==> config.mk <==
export PLATFORM = sky130hd
export DESIGN_NAME = ir_code_receiver_flat
export DESIGN_NICKNAME = d
export VERILOG_FILES = /design/src/rtl/ir_pkg.sv /design/src/rtl/ir_code_receiver_if.sv /design/src/rtl/ir_sync.sv /design/src/rtl/ir_code_receiver.sv /design/src/flat_wrapper.sv
export SDC_FILE = /design/constraint.sdc
export NUM_CORES = 1
export LEC_CHECK = 0
export CAP_MARGIN = 20
export CORE_ASPECT_RATIO = 1.4
export CORE_MARGIN = 3
export CORE_UTILIZATION = 40
export DETAILED_ROUTE_END_ITERATION = 7
export PLACE_DENSITY_LB_ADDON = 0.25
export REMOVE_ABC_BUFFERS = 1
export SLEW_MARGIN = 5
export SYNTH_ARGS = -nofsm -noshare
export SYNTH_HDL_FRONTEND = slang
export SYNTH_SLANG_ARGS = --single-unit
==> constraint.sdc <==
create_clock -name clk -period 3.9 [get_ports clk]
set_clock_uncertainty 0.15 [all_clocks]
set_input_delay 0.78 -clock clk [delete_from_list [all_inputs] [get_ports clk]]
set_output_delay 0.78 -clock clk [all_outputs]
set_load 0.02 [all_outputs]
==> src/rtl/ir_pkg.sv <==
// ir_pkg: shared FSM state type, default code acceptance mask and a small helper.
// Rev 1.0
`default_nettype none

package ir_pkg;

  typedef enum logic [2:0] {
    IDLE    = 3'd0,
    START   = 3'd1,
    DATA    = 3'd2,
    CHECK   = 3'd3,
    HOLD    = 3'd4,
    WAIT_HI = 3'd5
  } ir_state_e;

  // Accepts codes 1, 2, 3, 4 and 6 for the default 3-bit frame.
  localparam logic [7:0] IR_VALID_MASK_DEF = 8'b0101_1110;

  function automatic int ir_max(input int a, input int b);
    return (a > b) ? a : b;
  endfunction

endpackage

`default_nettype wire

==> src/rtl/ir_code_receiver_if.sv <==
// ir_code_receiver_if: IR line input and decoded-code outputs of the receiver.
// Rev 1.0
`default_nettype none

interface ir_code_receiver_if #(
  parameter int CODE_W = 3
);
  logic              irda;
  logic [CODE_W-1:0] code;
  logic              rdy;
  logic              err;
  logic [7:0]        frame_cnt;

  modport master (input irda, output code, rdy, err, frame_cnt);
  modport slave  (output irda, input code, rdy, err, frame_cnt);
endinterface

`default_nettype wire

==> src/rtl/ir_sync.sv <==
// ir_sync: two-flop synchroniser for the IR line plus falling-edge detect.
// Rev 1.0
`default_nettype none

module ir_sync (
  input  wire logic clk,
  input  wire logic rst,
  input  wire logic din,
  output logic      dout,
  output logic      fall
);

  logic s1_q;
  logic s2_q;
  logic prev_q;

  // Resetting to 1 (idle level) keeps a quiet line from looking like an edge after reset.
  always_ff @(posedge clk or negedge rst) begin
    if (!rst) begin
      s1_q   <= 1'b1;
      s2_q   <= 1'b1;
      prev_q <= 1'b1;
    end else begin
      s1_q   <= din;
      s2_q   <= s1_q;
      prev_q <= s2_q;
    end
  end

  assign dout = s2_q;
  assign fall = prev_q & ~s2_q;

endmodule

`default_nettype wire

==> src/rtl/ir_code_receiver.sv <==
// ir_code_receiver: receives start bit + CODE_W data bits (MSB first) from an IR line,
// publishes accepted codes with a fixed-length rdy pulse and flags rejected ones with err.
`default_nettype none

module ir_code_receiver
  import ir_pkg::*;
#(
  parameter int                    CODE_W      = 3,
  parameter int                    BIT_TICKS   = 10,
  parameter int                    START_TICKS = 5,
  parameter logic [2**CODE_W-1:0]  VALID_MASK  = IR_VALID_MASK_DEF,
  parameter int                    RDY_LEN     = 4
) (
  input wire logic               clk,
  input wire logic               rst,
  ir_code_receiver_if.master     bus
);

  localparam int TW = $clog2(ir_max(BIT_TICKS, START_TICKS) + 1);
  localparam int BW = $clog2(CODE_W + 1);
  localparam int HW = $clog2(RDY_LEN + 1);

  localparam logic [TW-1:0] START_LAST = TW'(START_TICKS - 1);
  localparam logic [TW-1:0] BIT_LAST   = TW'(BIT_TICKS - 1);
  localparam logic [BW-1:0] NBIT_LAST  = BW'(CODE_W - 1);
  localparam logic [HW-1:0] HOLD_LAST  = HW'(RDY_LEN - 1);

  logic line;
  logic fall;

  ir_sync u_sync (
    .clk  (clk),
    .rst  (rst),
    .din  (bus.irda),
    .dout (line),
    .fall (fall)
  );

  ir_state_e         state_q;
  logic [TW-1:0]     tick_q;
  logic [BW-1:0]     bit_q;
  logic [HW-1:0]     hold_q;
  logic [CODE_W-1:0] shift_q;
  logic [CODE_W-1:0] code_q;
  logic              rdy_q;
  logic              err_q;
  logic [7:0]        frame_cnt_q;

  always_ff @(posedge clk or negedge rst) begin
    if (!rst) begin
      state_q     <= IDLE;
      tick_q      <= '0;
      bit_q       <= '0;
      hold_q      <= '0;
      shift_q     <= '0;
      code_q      <= '0;
      rdy_q       <= 1'b0;
      err_q       <= 1'b0;
      frame_cnt_q <= '0;
    end else begin
      err_q <= 1'b0;
      unique case (state_q)
        IDLE: begin
          if (fall) begin
            tick_q  <= '0;
            state_q <= START;
          end
        end
        START: begin
          if (tick_q == START_LAST) begin
            tick_q <= '0;
            bit_q  <= '0;
            // A line already back high here was only a glitch.
            if (!line) begin
              frame_cnt_q <= frame_cnt_q + 8'd1;
              state_q     <= DATA;
            end else begin
              state_q <= IDLE;
            end
          end else begin
            tick_q <= tick_q + 1'b1;
          end
        end
        DATA: begin
          if (tick_q == BIT_LAST) begin
            tick_q  <= '0;
            shift_q <= {shift_q[CODE_W-2:0], line};
            bit_q   <= bit_q + 1'b1;
            if (bit_q == NBIT_LAST) begin
              state_q <= CHECK;
            end
          end else begin
            tick_q <= tick_q + 1'b1;
          end
        end
        CHECK: begin
          if (VALID_MASK[shift_q]) begin
            code_q  <= shift_q;
            rdy_q   <= 1'b1;
            hold_q  <= '0;
            state_q <= HOLD;
          end else begin
            err_q   <= 1'b1;
            state_q <= WAIT_HI;
          end
        end
        HOLD: begin
          if (hold_q == HOLD_LAST) begin
            rdy_q   <= 1'b0;
            state_q <= WAIT_HI;
          end else begin
            hold_q <= hold_q + 1'b1;
          end
        end
        WAIT_HI: begin
          if (line) begin
            state_q <= IDLE;
          end
        end
        default: state_q <= IDLE;
      endcase
    end
  end

  assign bus.code      = code_q;
  assign bus.rdy       = rdy_q;
  assign bus.err       = err_q;
  assign bus.frame_cnt = frame_cnt_q;

endmodule

`default_nettype wire
==> src/flat_wrapper.sv <==
// flat-port wrapper written by rule: the top's interface ports become plain ports
module ir_code_receiver_flat import ir_pkg::*;
#(
  parameter int                    CODE_W      = 3,
  parameter int                    BIT_TICKS   = 10,
  parameter int                    START_TICKS = 5,
  parameter logic [2**CODE_W-1:0]  VALID_MASK  = IR_VALID_MASK_DEF,
  parameter int                    RDY_LEN     = 4
)
  (clk, rst, bus_irda, bus_code, bus_rdy, bus_err, bus_frame_cnt);
  ir_code_receiver_if #(.CODE_W(CODE_W)) bus_i ();
  input wire logic clk;
  input wire logic rst;
  input wire logic [$bits(bus_i.irda)-1:0] bus_irda;
  output wire logic [$bits(bus_i.code)-1:0] bus_code;
  output wire logic [$bits(bus_i.rdy)-1:0] bus_rdy;
  output wire logic [$bits(bus_i.err)-1:0] bus_err;
  output wire logic [$bits(bus_i.frame_cnt)-1:0] bus_frame_cnt;
  assign bus_i.irda = bus_irda;
  assign bus_code = bus_i.code;
  assign bus_rdy = bus_i.rdy;
  assign bus_err = bus_i.err;
  assign bus_frame_cnt = bus_i.frame_cnt;
  ir_code_receiver #(.CODE_W(CODE_W), .BIT_TICKS(BIT_TICKS), .START_TICKS(START_TICKS), .VALID_MASK(VALID_MASK), .RDY_LEN(RDY_LEN)) u_core (.clk(clk), .rst(rst), .bus(bus_i));
endmodule
# --- Yosys cells after proc, flatten, opt, wreduce, memory -nomap -nowiden ---
# Memories as Yosys holds them, arrays and structs flattened.
# Index checks and enable logic that the tools add are counted.
totals:
  ff_bits: 31
  elab_cells: 74
  output_inout_bits: 13
  memories: 1
  rom_bits: 8
  inputBits: 3
op_classes:
  n_reduce_logical: 12
  add_sub_neg: 4
  n_lt_le_gt_ge: 1
  n_mux: 25
  bitwise: 2
  eq_ne: 17
memory_table:
  columns: ["name", "depth", "word_bits", "rd", "rd_ports_with_merged_regs", "write_ports", "line", "text"]
  rows:
  - ["(no name shown)", 8, 1, 1, 0, 0, "ir_code_receiver.sv:97", "if (VALID_MASK[shift_q]) begin"]
ops:
  columns: ["cell", "count"]
  rows:
  - ["$mux 3", 8]
  - ["$pmux 3 s6", 1]
  - ["$mux 4", 3]
  - ["$ne 2x1->1 const B", 6]
  - ["$pmux 4 s3", 1]
  - ["$reduce_and 3->1", 4]
  - ["$eq 3x2->1 const B", 3]
  - ["$add 8x1->8 const B", 1]
  - ["$eq 3x3->1 const B", 2]
  - ["$mux 1", 6]
  - ["$mux 2", 3]
  - ["$pmux 3 s2", 1]
  - ["$reduce_and 2->1", 3]
  - ["$reduce_and 6->1", 1]
  - ["$add 4x1->4 const B", 1]
  - ["$eq 4x3->1 const B", 1]
  - ["$eq 4x4->1 const B", 1]
  - ["$lt 3x4->1 const B", 1]
  - ["$ne 2x2->1 const B", 2]
  - ["$pmux 2 s2", 1]
  - ["$reduce_bool 2->1", 2]
  - ["$add 3x1->3 const B", 1]
  - ["$eq 3x1->1 const B", 1]
  - ["$logic_not 3->1", 1]
  - ["other kinds (6)", 6]

# --- Longest topological paths before layout ---
depth:
  ltp_word: 4
  depth_mapped: 7
  mapped_depth_nobuf: 6

# --- By module ---
# A second synthesis with hierarchy kept.
hier_totals:
  hier_cells: 133
  hier_area_um2: 1534.0
modules_own_cells:
  columns: ["mod", "area_per_inst_um2", "cells_per_inst", "n_inst"]
  rows:
  - ["ir_code_receiver", 1441.4, 129, 1]
  - ["ir_sync", 92.6, 4, 1]

# --- Least setup slack after synthesis ---
# No wires, ideal clock.
synth_path:
  kind: "reg2reg"
  from: "register u_core.tick_q[0]"
  to: "register u_core.state_q[0]"
  path_slack_ns: 2.015
  synth_period_minus_slack_ns: 1.885
  stages_incl_launch_ff: 7
  required_ns: 3.625
  setup_time_ns: 0.125
  arrival_time_ns: 1.610
  path_cell_list: "dfrtp_1 inv_1 ha_1 and3b_1 o32a_2 o311ai_2 mux2_2"
synth_via:
  elab_chain_len: 3
  word_cells_on_any_way: 5
  cone_classes: "eq/ne: 4; reduce/logical: 1"
synth_rtl:
  columns: ["item", "line", "text"]
  rows:
  - ["start, declared", "ir_code_receiver.sv:40", "logic [TW-1:0] tick_q;"]
  - ["start signal, assigned", "ir_code_receiver.sv:81", "tick_q <= tick_q + 1'b1;"]
  - ["start signal, assigned", "ir_code_receiver.sv:93", "tick_q <= tick_q + 1'b1;"]
  - ["$eq 4x4->1 or $eq 4x3->1 (tied branches)", "ir_code_receiver.sv:85, ir_code_receiver.sv:70", null]
  - ["$ne 2x1->1 (no line)", null, null]
  - ["$reduce_and 6->1 (no line) (*)", null, null]
  - ["end signal, assigned", "ir_code_receiver.sv:90", "state_q <= CHECK;"]
  - ["end signal, assigned", "ir_code_receiver.sv:101", "state_q <= HOLD;"]
  - ["end signal, assigned", "ir_code_receiver.sv:104", "state_q <= WAIT_HI;"]
  - ["end, declared", "ir_code_receiver.sv:39", "ir_state_e state_q;"]
# Mark *: on every way between the ends. The rest lies on a longest branch, timed or not.
# A chain may end at the register's enable or synchronous reset.

# --- Worst setup path after layout ---
layout_path:
  from: "register u_core.frame_cnt_q[2], in the netlist u_core.bus.frame_cnt[2]"
  to: "output bus_frame_cnt[2]"
layout_rtl:
  columns: ["item", "line", "text"]
  rows:
  - ["start, declared", "ir_code_receiver.sv:47", "logic [7:0] frame_cnt_q;"]
  - ["start signal, assigned", "ir_code_receiver.sv:75", "frame_cnt_q <= frame_cnt_q + 8'd1;"]
  - ["end, declared", "flat_wrapper.sv:18", "output wire logic [$bits(bus_i.frame_cnt)-1:0] bus_frame_cnt;"]
# No word-level cell between the ends.

==> reports/metrics.cfg <==
[clock_tree]
cts_buffers=5
htree_levels=2
postCtsSetupBuffers=0
cts_hold_buf=0
clock_sinks=31
cts_tree=done
clockBufferDepth=2
cts-resized-gates=0
root_buffer=clkbuf_8
clkTransAtPathRegs_ps=70
insertion_delay_ps=280

[critical_path]
cp_max_fo=5
cp_num_buf_inv=1
startpoint_type=flip-flop
cp.required_ps=2970
r2r-start=u_core.state_q[0]$_DFFE_PN0P_
endpoint_kind=output port
max_stage_delay_ps=630
worstRegToRegCells=4
worstPathCellList=clkdlybuf4s50_1
ff2ff_setup_slack_ps=1810
cp_slowest_cell=clkdlybuf4s50_1
worstSetupPathType=reg -> out
cp_top_family=buffers and inverters
reg2reg_to=u_core.hold_q[2]$_DFFE_PN0P_
arrival_ps=1330

[yosys]
ys_ff_latch=31
synth_edf_count=0
synth_area_mm2=0.00152
syn_inst=129
ys.flop_type=dfrtp_1
synth-async-reset-ratio_pct=100
synth_top_area_cell=dfrtp_1
synth_top_area_share_pct=46.2
synth_cell_types=39
ys_seq_area_share_pct=51.4
yosysWarnings=0
syn_avg_cell_area_um2=11.8
synthTopCellsByArea=dfrtp_1, mux2_2, ha_1, dfstp_2, xnor2_1

[sta]
whs_ps=212
setup_viol=0
hold_viol=0
max_freq_ghz=0.443
max_slew.worst_pin.slew_ps=501
fin_crit_sh_pct=57.9
worst_slack_ps=1640
setup_tns_ps=0
drv_slew=0
max_slew_margin_pct=66.6
rsz0062_at_grt=false
min_period_ps=2260

[drt]
drt-total-wl_um=2730
drt_iter0_drc=20
wl_per_cell_um=14.4
via_per_inst=5.35
first_pass_iters=4
ant_nets=0
route.vias.total=1012
drc=0

[global_routing]
track_usage_pct=13.3
grt_max_degree=32
grt_pass1_wl_um=4660
antenna_found_initial=0
overflow=0
first_global_vias=1003

[hold_path]
hold_end=u_core.u_sync.dout$_DFF_PN1_
hold_depth=0
hp-start=u_core.u_sync.s1_q$_DFF_PN1_
min-delay-path-class=reg -> reg

[pwr]
peakVddDrop_v=0.000391
p_leak_nw=0.827
p_per_area_mw_per_mm2=710
power_mw=1.29

[run_status]
status=finished, final reports clean

[floorplan]
initial_core_util_pct=43.3
core_mm2=0.00350
ios=16
chipHeight_um=78.9
fp.dieW_um=58.0
fp-row-count=25
die-area_mm2=0.00458

[placement]
placed_cell_area_mm2=0.00170
dp_slack_ps=1840
dp.cells=181
place.gp.congestion=0.829
io_buffers=15
post-dp-hpwl_um=1900

[final_layout]
layout-drive-gt1-share_pct=20.8
stdcell_count=189
final_util_pct=51.9
syn_to_final_growth_pct=20.0
n_antenna_cell=0
fin_nets=158
fin_area_mm2=0.00182
fill_cells=327
layout_commonest_cell=dfrtp_1
final_cell_mix=dfrtp_1, clkdlybuf4s50_1, mux2_2

[job]
cap_violations=0

==> kinds of logic (layout without fill, tap and decap cells) <==
family,after synthesis,count (layout),synth area share [%]
xor+xnor,8,8,4.62
buf+inv,11,31,3.22
fa+ha+maj,7,7,5.78
simple gates,37,37,13.9
flops,31,31,51.4
mux,12,12,8.83
compound gates,23,23,12.3
==> routing by layer <==
layer	track usage (%)	share of wire, %	wire length [um]
met2	23.1	52	1410
met4	4.87	1.4	39
met1	15.2	43	1180
met3	4.07	3.7	102
met5	0	0	0
==> cells in the mapped netlist, types with 4 or more instances <==
| cell | number |
|---|---|
| mux2_2 | 11 |
| ha_1 | 7 |
| inv_1 | 7 |
| nand2_1 | 6 |
| nand4_1 | 4 |
| nor2_1 | 8 |
| xnor2_1 | 7 |
| o21ai_0 | 4 |
| dfrtp_1 | 28 |
==> state kept, by name, indices dropped and copies added (netlist names) <==
| signal | flops |
|---|---|
| u_core.bit_q | 2 |
| u_core.bus.code | 3 |
| u_core.bus.err | 1 |
| u_core.bus.frame_cnt | 8 |
| u_core.bus.rdy | 1 |
| u_core.hold_q | 3 |
| u_core.shift_q | 3 |
| u_core.state_q | 3 |
| u_core.tick_q | 4 |
| u_core.u_sync.dout | 1 |
| u_core.u_sync.prev_q | 1 |
| u_core.u_sync.s1_q | 1 |
==> where the power goes <==
group | internal (mW) | switching, mW | leakage (nW)
logic | 0.235 | 0.210 | 0.369
clock network | 0.207 | 0.124 | 0.0612
registers | 0.405 | 0.112 | 0.397
==> cell type report <==
type                    instances  area, um2  area share [%]
clock buffers                   6       82.6            4.54
clock inverters                 2       35.0            1.93
inverters                       7       26.3            1.44
multi-input cells              87        688            37.8
flip-flops and latches         31        779            42.8
well taps                      40       50.0            2.75
repair buffers                 16        158            8.67
==> how the worst max path moves through the flow <==
stage,depth (start not counted),endpoint,start
2_1_floorplan,4,u_core.bit_q[1]$_DFFE_PN0P_,u_core.state_q[1]$_DFFE_PN0P_
3_3_place_gp,4,u_core.bit_q[1]$_DFFE_PN0P_,u_core.state_q[1]$_DFFE_PN0P_
3_5_place_dp,4,u_core.bit_q[1]$_DFFE_PN0P_,u_core.state_q[1]$_DFFE_PN0P_
4_1_cts,1,bus_frame_cnt[2],u_core.bus.frame_cnt[2]$_DFFE_PN0P_
5_1_grt,1,bus_frame_cnt[2],u_core.bus.frame_cnt[2]$_DFFE_PN0P_
6_report,1,bus_frame_cnt[2],u_core.bus.frame_cnt[2]$_DFFE_PN0P_
Power figures use the tool's default switching activity.
==> RTL edit 1, RTL diff (same flow settings) <==
`BIT_TICKS` is set to 10 in 2 places; all go to 11.
--- a/src/rtl/ir_code_receiver.sv
+++ b/src/rtl/ir_code_receiver.sv
@@ -6,7 +6,7 @@
   import ir_pkg::*;
 #(
   parameter int                    CODE_W      = 3,
-  parameter int                    BIT_TICKS   = 10,
+  parameter int                    BIT_TICKS   = 11,
   parameter int                    START_TICKS = 5,
   parameter logic [2**CODE_W-1:0]  VALID_MASK  = IR_VALID_MASK_DEF,
   parameter int                    RDY_LEN     = 4
--- a/src/flat_wrapper.sv
+++ b/src/flat_wrapper.sv
@@ -2,7 +2,7 @@
 module ir_code_receiver_flat import ir_pkg::*;
 #(
   parameter int                    CODE_W      = 3,
-  parameter int                    BIT_TICKS   = 10,
+  parameter int                    BIT_TICKS   = 11,
   parameter int                    START_TICKS = 5,
   parameter logic [2**CODE_W-1:0]  VALID_MASK  = IR_VALID_MASK_DEF,
   parameter int                    RDY_LEN     = 4
Behaviour: same outputs for any inputs over 10 cycles, from zero or initial values and one cycle with rst low; that may be too few to reach the edited logic, so the function may still have changed.
==> RTL edit 1 against the unedited design <==
  * Routed wire length increased by 2.9%
  * Sequential cell count unchanged
  * Setup slack got worse by 0.012 ns
  * Via count increased by 4.2%
  * Critical endpoint unchanged
  * Fmax decreased by 0.51%
  * Final area increased by 0.48%
  * Area after synthesis increased by 1.5%
  * Total power decreased by 20%
==> RTL edit 1: results (changes against the unedited design) <==
placed cell count = 189 (+4.4%)
async set-reset flop share out of synthesis = 1.00 (unchanged)
vias in the first global route = 1095 (+9.2%)
overall routing resource usage = 0.141 (+0.00783)
top post-synthesis cells by area = dfrtp_1 (46%), ha_1 (5.7%), dfstp_2 (5.1%)
Final #Nets = 164 (+3.8%)
Pleak = 0.816 nW (-1.3%)
IO Port Bufs = 15 (unchanged)
H-tree depth = 2 (unchanged)
post-synthesis compound-gate area fraction = 0.140 (+0.0169)
relative max-transition margin = 0.697 (+0.0312)
worst vdd ir = 0.439 mV (+12%)
Max clock buf depth = 2 (unchanged)
Synth cell types = 40 (+2.6%)
Layout Cells excl Fill = 197 (+4.2%)
first-pass GRT wire length = 5.04 mm (+8.3%)
Detailed Route Iter0 Violations = 35 (+75%)
via/cell ratio = 5.36 (about the same)
Post-Synth XOR/XNOR Area = 0.0398 (-0.00637)
initial antenna violation count = 0 (unchanged)
Cell Area, Placed = 1720 sq um (+1.3%)
layout cells sized above 1 = 0.168 (-0.0403)
Commonest cells post-synth = dfrtp_1 (28), inv_1 (8), o21ai_0 (8)
Synth Area in Adders = 0.0569 (-0.000845)
area leader, netlist = dfrtp_1
WP data arrival = 1.34 ns
Hold Crit Depth = 0 (unchanged)
Avg Cell Area, Syn = 11.4 sq um (-3.0%)
post-synthesis mux area share = 0.0512 (-0.0371)
fmax = 441 MHz (-0.51%)
Reg2Reg Depth = 3 (-1)
Final GP Congestion = 0.800 (-3.5%)
status = complete, no violations
sequential fraction of the synthesis area = 0.507 (-0.00752)
post-DP HPWL = 2.04 mm (+7.5%)
dpl ws = 1.90 ns (+0.0654 ns)
Final Routed Wirelength = 2.81 mm (+2.9%)
reg2reg end = u_core.bus.frame_cnt[1]$_DFFE_PN0P_
max incr delay on CP = 0.64 ns
worst hold margin = 0.206 ns (-0.00585 ns)
RTL edit 1: changes by cell type in the layout (fill, tap and decap cells not counted), moves of 2 or more:
| cell | unedited run | this run |
|---|---|---|
| or2_2 | 0 | 2 |
| o21ai_0 | 4 | 8 |
| a2bb2oi_1 | 0 | 2 |
| mux2_2 | 11 | 7 |
| a21oi_1 | 3 | 6 |
| nor2_1 | 8 | 5 |
| a21o_1 | 3 | 1 |
| nor2b_1 | 1 | 4 |
| nor3_1 | 2 | 4 |
| and3b_1 | 3 | 1 |
| nor3b_4 | 0 | 2 |
| a22o_1 | 0 | 2 |
RTL edit 1: cell type report:
| type | count | area, sq um |
|---|---|---|
| Fill cell | 357 | 1850 |
| Sequential cell | 31 | 779 |
| Multi-Input combinational cell | 92 | 704 |
| Timing Repair Buffer | 16 | 158 |
| Clock buffer | 7 | 96.3 |
| Tap cell | 42 | 52.6 |
| Inverter | 8 | 30.0 |
| Clock inverter | 1 | 7.51 |
RTL edit 1: cell families (layout without fill, tap and decap cells):
| logic type | count (synthesis) | in the layout |
|---|---|---|
| and+or+nand+nor | 42 | 42 |
| buffers and inverters | 12 | 32 |
| DFF | 31 | 31 |
| muxes | 7 | 7 |
| adders and majority gates | 7 | 7 |
| AOI/OAI and AO/OA | 29 | 29 |
| xor gates and xnor gates | 7 | 7 |
RTL edit 1: where the power goes:
part / internal, mW / switching (mW)
Combinational: 0.161 / 0.146
Sequential: 0.373 / 0.0779
Clock: 0.160 / 0.119
Total: 0.695 / 0.343
RTL edit 1: layer usage:
metal	routed length, um	track usage	share of wire	vias up
li1	-	-	-	515
met1	1220	0.166	0.43	520
met2	1470	0.242	0.52	13
met3	82	0.0372	0.029	7
met4	39	0.0510	0.014	0
met5	0	0	0	-
==> RTL edit 2, RTL diff (same settings) <==
Without the edit above. Make the reset (`rst`) synchronous in 2 clocked blocks.
--- a/src/rtl/ir_sync.sv
+++ b/src/rtl/ir_sync.sv
@@ -15,7 +15,7 @@
   logic prev_q;
 
   // Resetting to 1 (idle level) keeps a quiet line from looking like an edge after reset.
-  always_ff @(posedge clk or negedge rst) begin
+  always_ff @(posedge clk) begin
     if (!rst) begin
       s1_q   <= 1'b1;
       s2_q   <= 1'b1;
--- a/src/rtl/ir_code_receiver.sv
+++ b/src/rtl/ir_code_receiver.sv
@@ -46,7 +46,7 @@
   logic              err_q;
   logic [7:0]        frame_cnt_q;
 
-  always_ff @(posedge clk or negedge rst) begin
+  always_ff @(posedge clk) begin
     if (!rst) begin
       state_q     <= IDLE;
       tick_q      <= '0;
Formal check against the unedited RTL: differs if rst is asserted again (counterexample within 10 cycles, from zero or initial values and one cycle with rst low); with rst held inactive, the same outputs for 10 cycles.
==> RTL edit 2 against the unedited design <==
  * Register-to-register slack better by 0.14 ns
  * Area after synthesis up 0.99%
  * Critical path depth is 3 higher
  * Count of clock-buffer cells in the layout rose by 1
  * Routed wire length grew 9.7%
  * Final area is 0.21% higher
  * Sequential share of layout area decreased by 7.7 points
  * Setup slack lost 0.047 ns
  * Sequential cell count increased by 1
  * Critical path type is now in -> reg
  * Highest routed layer unchanged
Power is not compared: it rests on default switching activity, and its combinational part moved more than twofold at a synthesized area within 25%.
==> RTL edit 2: results (changes against the unedited design) <==
r2r setup slk = 1.95 ns (+0.14 ns)
met2 routed WL = 1.54 mm (+9.3%)
dpl ws = 1.31 ns (-0.528 ns)
Commonest cells post-synth = dfxtp_1 (32), nor2_1 (25), a21oi_1 (9)
crit path launch = rst
wl on met1 = 1.32 mm (+12%)
DR WL met3 = 77 um (-25%)
async set-reset flop share out of synthesis = 0 (-1.00)
met3 GRT Util = 0.0293 (-0.0114)
# fillers = 356 (+8.9%)
largest net degree at the start of global routing = 18 (-44%)
Detailed Route Iter0 Violations = 40 (+100%)
top post-synthesis cells by area = dfxtp_1 (42%), nor2_1 (6.1%), ha_1 (5.7%)
Synth cell types = 46 (+18%)
overall routing resource usage = 0.149 (+0.0151)
met2 usage = 0.252 (+0.0209)
first-pass GRT wire length = 5.29 mm (+14%)
Hold Crit Depth = 1 (+1)
layout cells sized above 1 = 0.0914 (-0.117)
status = complete, no violations
Final GP Congestion = 0.743 (-10%)
FF-to-FF Start = u_core.tick_q[0]$_SDFFE_PN0P_
WHS Endpoint = u_core.u_sync.dout$_SDFF_PN1_
WL/cell = 13.1 um (-9.1%)
Final #Nets = 195 (+23%)
worst hold margin = 0.264 ns (+0.0520 ns)
worst hold start = u_core.u_sync.s1_q$_SDFF_PN1_
sequential fraction of the synthesis area = 0.418 (-0.0957)
placed cell count = 220 (+22%)
-- RTL edit 2: final cells by class --
class	instances	share of cell area
well taps	42	0.0288
clock inverters	1	0.0165
multi-input cells	120	0.441
inverters	9	0.0185
repair buffers	17	0.0906
flip-flops and latches	32	0.351
clock buffers	7	0.0528
-- RTL edit 2: logic make-up (layout without fill, tap and decap cells) --
logic type / Yosys count / after routing / synth area share
DFF: 32 / 32 / 0.418
AOI/OAI and AO/OA: 31 / 31 / 0.140
and+or+nand+nor: 70 / 70 / 0.252
xor gates and xnor gates: 5 / 5 / 0.0286
buffers and inverters: 18 / 34 / 0.0564
muxes: 7 / 7 / 0.0474
adders and majority gates: 7 / 7 / 0.0572
-- RTL edit 2: worst max-delay path, cell delays in order --
cell and delay (ns):
clkdlybuf4s50_1 0.68, clkinv_1 0.39, buf_4 0.31, nor3_1 0.18
